==> src/rtl/var_dly_reg.sv <==
// Programmable-depth sample delay line over a 2^ADDR_W x DATA_W circular buffer; latency D accepted samples.
// Optional build macro VAR_DLY_FLUSH_EN zeroes oData on reset/delay load and keeps it zero through FILL.
module var_dly_reg #(
    parameter int DATA_W  = 12,
    parameter int ADDR_W  = 5,
    parameter int DLY_DEF = 16
) (
    input  logic              clk,
    input  logic              rst,
    input  logic              iValid,
    input  logic [DATA_W-1:0] iData,
    input  logic [ADDR_W-1:0] iDly,
    input  logic              iDlyLoad,
    output logic [DATA_W-1:0] oData,
    output logic              oValid,
    output logic              oBusy
);

    localparam logic [ADDR_W-1:0] DLY_RST = ADDR_W'(DLY_DEF);
    localparam logic [ADDR_W-1:0] ONE     = ADDR_W'(1);

    typedef enum logic {FILL = 1'b0, RUN = 1'b1} state_t;

    state_t            state_q, state_d;
    logic [ADDR_W-1:0] wp_q, wp_d;
    logic [ADDR_W-1:0] fcnt_q, fcnt_d;
    logic [ADDR_W-1:0] dly_q, dly_d;
    logic [DATA_W-1:0] data_q, data_d;
    logic              vld_q, vld_d;
    logic [ADDR_W-1:0] ra;
    logic [ADDR_W-1:0] dly_new;
    logic [DATA_W-1:0] mem [2**ADDR_W];

    // A zero delay would read the slot being written this edge, so it is treated as 1.
    assign dly_new = (iDly == '0) ? ONE : iDly;
    assign ra      = wp_q - dly_q;

    // Buffer contents are deliberately not reset; FILL gates any stale read.
    always_ff @(posedge clk) begin
        if (iValid && !rst) begin
            mem[wp_q] <= iData;
        end
    end

    always_ff @(posedge clk) begin
        if (rst) begin
            state_q <= FILL;
            wp_q    <= '0;
            fcnt_q  <= '0;
            dly_q   <= DLY_RST;
            data_q  <= '0;
            vld_q   <= 1'b0;
        end else begin
            state_q <= state_d;
            wp_q    <= wp_d;
            fcnt_q  <= fcnt_d;
            dly_q   <= dly_d;
            data_q  <= data_d;
            vld_q   <= vld_d;
        end
    end

    always_comb begin
        state_d = state_q;
        fcnt_d  = fcnt_q;
        dly_d   = dly_q;
        wp_d    = iValid ? wp_q + ONE : wp_q;
        if (iDlyLoad) begin
            // A sample arriving with the load counts as the first fill sample of the new delay.
            dly_d   = dly_new;
            fcnt_d  = iValid ? ONE : '0;
            state_d = (iValid && dly_new == ONE) ? RUN : FILL;
        end else if (iValid && state_q == FILL) begin
            fcnt_d = fcnt_q + ONE;
            if (fcnt_q + ONE == dly_q) begin
                state_d = RUN;
            end
        end
    end

    always_comb begin
        vld_d  = 1'b0;
        data_d = data_q;
        if (iDlyLoad) begin
`ifdef VAR_DLY_FLUSH_EN
            data_d = '0;
`endif
        end else if (iValid && state_q == RUN) begin
            vld_d  = 1'b1;
            data_d = mem[ra];
        end
    end

    assign oData  = data_q;
    assign oValid = vld_q;
    assign oBusy  = (state_q == FILL);

endmodule
==> config.mk <==
export PLATFORM = sky130hd
export DESIGN_NAME = var_dly_reg
export DESIGN_NICKNAME = d
export VERILOG_FILES = /design/src/rtl/var_dly_reg.sv
export SDC_FILE = /design/constraint.sdc
export NUM_CORES = 1
export LEC_CHECK = 0
export CAP_MARGIN = 20
export CORE_ASPECT_RATIO = 0.6
export CORE_MARGIN = 1.5
export CORE_UTILIZATION = 35
export CTS_CLUSTER_DIAMETER = 120
export DETAILED_ROUTE_END_ITERATION = 16
export GPL_TIMING_DRIVEN = 1
export SETUP_SLACK_MARGIN = 0.5
export SYNTH_ARGS = -nofsm -noshare
export SYNTH_HDL_FRONTEND = slang
export SYNTH_SLANG_ARGS = --single-unit
==> constraint.sdc <==
create_clock -name clk -period 3.7 [get_ports clk]
set_clock_uncertainty 0.15 [all_clocks]
set_input_delay 0.74 -clock clk [delete_from_list [all_inputs] [get_ports clk]]
set_output_delay 0.74 -clock clk [all_outputs]
set_load 0.05 [all_outputs]
* Yosys cells after proc, flatten, opt, wreduce, memory -nomap -nowiden
Memories as Yosys holds them, arrays and structs flattened. A register that Yosys moved wholly into a read port is not among the register bits.
Index checks and enable logic that the tools add are counted.
Widths: inputs -> output; s select.
** Storage, ports and cells
- Register bits :: 17
- Memory bits (writable) :: 384
- Input port bits :: 21
- Output and inout port bits :: 14
- Logic and storage cells :: 35
- Memories :: 1
** Memories
- mem :: depth 32, width 12, read ports 1, clocked after Yosys merged registers in 1, write ports 1, line 32 : logic [DATA_W-1:0] mem [2**ADDR_W];
** Cells by class
- Add/sub/neg operators :: 3
- Eq/ne operators :: 2
- Mux-type cells :: 11
- Bitwise operators :: 2
- Reductions and logical operators :: 11
** Operators with widths (number)
- $mux 5 :: 3
- $add 5x1->5 const B :: 2
- $mux 1 :: 8
- $eq 5x1->1 const B :: 1
- $eq 5x5->1 :: 1
- $logic_not 5->1 :: 1
- $sub 5x5->5 :: 1
- $logic_and 1x1->1 :: 4
- $reduce_and 2->1 :: 2
- $reduce_bool 2->1 :: 2
- $not 1->1 :: 2
- $reduce_or 2->1 :: 1
- $logic_not 1->1 :: 1

* Logic depth before layout (Yosys ltp)
- Depth in word-level cells :: 6
- Gate-level depth with buffers :: 10
- Mapped depth without buffers :: 9

* Least setup slack after synthesis
No wires, ideal clock.
- Path kind :: reg-to-reg
- Start :: register wp_q[0]
- End :: register data_q[0], in the netlist oData[0] (read register of mem)
- Library setup time :: 0.142 ns
- Arrival :: 2.521 ns
- Data required time :: 3.408 ns
- Path slack :: 0.887 ns
- Cell stages (with the launch flop) :: 11
- Buffers on the path :: 3
- Period minus slack after synthesis :: 2.813 ns
- Path through :: dfxtp_1 inv_1 ha_1 fa_1 buf_2 buf_2 clkbuf_1 mux4_2 mux2i_1 o22a_1 a311oi_1
** On the way
- Cells in the longest elaborated chain, start to end :: 1
** Ends and longest elaborated chain
- start, declared :: line 25 : logic [ADDR_W-1:0] wp_q, wp_d;
- start signal, assigned :: line 55 : wp_q <= wp_d;
- $sub 5x5->5 :: line 36 : assign ra = wp_q - dly_q;
- end, declared :: line 28 : logic [DATA_W-1:0] data_q, data_d;
Every way passes these cells.
A chain may end at the register's enable or synchronous reset.

* Final worst setup path
- Start :: register wp_q[0]
- End :: register data_q[5], in the netlist oData[5] (read register of mem)
Same word-level chain as after synthesis.

==> results.toml <==
[synthesis]
syn-num-nets = 817
async_flop_share_pct = 0
synth_cell_types = 37
yosysWarnings = 0
synthesis.area_sq_um = 16200
postSynthRegisterBits = 413
ys.flop_type = "edfxtp_1"
synth_edf_count = 384
avgSynthCellArea_sq_um = 20.6
yosysSeqAreaShare_pct = 75.0
synth_cells = 786

[worst_setup_path]
worst-path-max-fanout = 15
timing.critical_path.buf_inv = 3
crit_cells = 9
cp-start-kind = "register"
path_delay_family = "adder cells"
r2r_slack_ns = 0.60
cpPeakStageDelay_ns = 0.84
path_cells = "inv_1 > ha_4 > fa_4 > buf_12 > buf_4 > mux4_2 > mux2i_1 > o22a_1 > a311oi_1"
worstPathRequired_ns = 3.97
cp_slowest_cell = "fa_4"
criticalPathCategory = "reg -> reg"
cp.arrival_ns = 3.37
worst_setup_path_end_kind = "register"
r2r_cells = 9

[floorplan]
io_pins = 35
core_sq_um = 45200
start_util_pct = 35.7
dieHeight_um = 169
dieArea_sq_um = 47500
die_w_um = 280
rows = 60

[clock_network]
htreeDepth = 2
path_clk_slew_ns = 0.06
numCtsBuffers = 38
tritoncts = "yes"
postCtsHoldBufs = 0
clock_latency_ns = 0.55
cts.sinks = 413
clock_path_buffers = 3
clockRootBuffer = "clkbuf_16"

[sta]
finalSetupTns_ns = 0
worst_pin_slew_ns = 0.674
fmax_mhz = 322
relSlewSlack_pct = 55.0
finalMaxSlewViolations = 0
rsz0062_at_grt = "no"
fin_crit_ns = 3.10
setup_viol = 0
hold_violations = 0
finalCritPeriodShare_pct = 83.9

[power_and_ir_drop]
irDropWorstVdd_v = 0.000317
power_leakage_nw = 6.22
p_per_area_nw_per_um2 = 544

[routing]
vias = 7968
totalWireLength_um = 37700
dr.pass1.iters = 5
avgRoutedWirePerCell_um = 24.1
routed_via_density = 5.10
ant_nets = 0
post-route-drc-count = 0
drtIter0Drc = 870

[grt]
grt_pass1_vias = 8110
grt.total_usage_pct = 16.1
grt_pass1_wl_um = 55000
antenna_found_initial = 0
grt-ovfl-total = 0
grt_max_degree = 33

[cells_and_area]
fin_nets = 944
drive_above_1_share_pct = 28.3
fillCellCount = 3940
syn_to_final_growth_pct = 18.9
fin_cells = 1563

[place]
place.gp.congestion = 0.783
port_buffers = 34
hpwl_um = 24300
post-place-cells = 1484

[run_status]
status = "complete, no violations"

[run]
cap_violations = 0

[min_path]
holdPathStages = 2
holdCritPathClass = "reg -> reg"
## metal layers
metal / wire length (um) / vias up / track usage, %
met2: 15600 / 240 / 22.0
met4: 476 / 0 / 3.48
met5: 0 / - / 0
met3: 2530 / 37 / 3.66
li1: - / 3478 / -
met1: 19100 / 4213 / 25.7
## synthesized netlist by cell type, types with 4 or more instances
cell	count	area share, %
nand2_1	11	0.26
xor2_1	9	0.49
nand3b_1	4	0.19
edfxtp_1	384	71
mux4_2	96	13
a311oi_1	13	0.70
clkbuf_1	21	0.49
buf_2	13	0.40
xnor2_1	7	0.38
inv_1	6	0.14
mux2i_1	53	3.3
nor3_1	6	0.19
buf_4	5	0.23
dfxtp_1	29	3.6
ha_1	9	0.70
o22a_1	24	1.3
nor2_1	60	1.4
## kinds of logic after synthesis
| group | synth area share, % |
|---|---|
| compound gates | 2.43 |
| xor+xnor | 0.968 |
| fa+ha+maj | 0.821 |
| buf+inv | 1.33 |
| flops | 75.0 |
| mux | 16.7 |
| simple gates | 2.81 |
## placed cells by master, fill, tap and decap left out, types with 3 or more instances in the layout
master           instances
nand3b_1                 4
a21oi_1                  3
a311oi_1                13
o21ai_0                  3
clkdlybuf4s50_1         34
inv_1                    6
edfxtp_1               384
clkbuf_16               38
mux2i_2                  8
ha_1                     8
xnor2_1                  7
clkinv_1                 9
buf_12                   8
mux2i_1                 42
dfxtp_1                 28
nor2b_1                  3
nor2_1                  59
o22a_1                  24
nand4_1                  3
xor2_1                   8
nand3_1                  3
nand2_1                 11
mux2i_4                  3
mux4_2                  96
buf_4                   83
clkbuf_1                 8
clkinv_2                 7
nor3_1                   6
## final timing paths
check,start,endpoint
worst max-delay path,wp_q[0],oData[5]
worst min-delay path,oData[6],oData[6]
worst max register to register,wp_q[0],oData[5]
worst min register to register,oData[6],oData[6]
## flip-flops by register name, indices dropped and copies added (netlist names)
name     count
oData       12
mem        384
oValid       1
wp_q         5
fcnt_q       5
state_q      1
dly_q        5
## where the power goes
group,internal [W],switching [W],leakage (nW)
combinational,0.000769,0.000841,1.97
sequential,0.00512,0.0000175,3.69
clock,0.00201,0.00169,0.564
## area by class of cell
cell class	count	area, sq um	share of cell area [%]
antenna	1	2.50	0.0130
multi-input combinational	325	3960	20.6
timing repair buffer	129	1190	6.21
sequential	413	12100	63.0
clock buffer	48	1010	5.25
tap	620	776	4.04
inverter	6	22.5	0.117
clock inverter	21	140	0.729
## worst register-to-register path, cell delays in order (launching register included)
cell	delay, ns
dfxtp_2	0.38
inv_1	0.11
ha_4	0.18
fa_4	0.84
buf_12	0.19
buf_4	0.15
mux4_2	0.28
mux2i_1	0.39
o22a_1	0.22
a311oi_1	0.08
## timing repair
item | in CTS | in global routing
setup buffers | 3 | 4
pin swaps | 1 | 2
setup endpoints to repair | 11 | 10
cloned | 1 | 0
gates resized for setup | 11 | 10
## per-stage QoR
| step | cell area, sq um | utilization, % | hold slack (ns) | worst slack [ns] | power, W |
|---|---|---|---|---|---|
| finish | 19200 | 42.5 | 0.373 | 0.596 | 0.0105 |
| global route | 19200 | 42.5 | 0.411 | 0.527 | 0.0108 |
| CTS | 19100 | 42.3 | 0.384 | 0.511 | 0.0105 |
| detailed placement | 17900 | 39.6 | 0.376 | 0.295 | 0.00675 |
| global placement | 17900 | 39.6 | 0.379 | 0.344 | 0.00674 |
| floorplan | 16200 | - | 0.334 | 0.887 | 0.00616 |
Power figures use the tool's default switching activity.
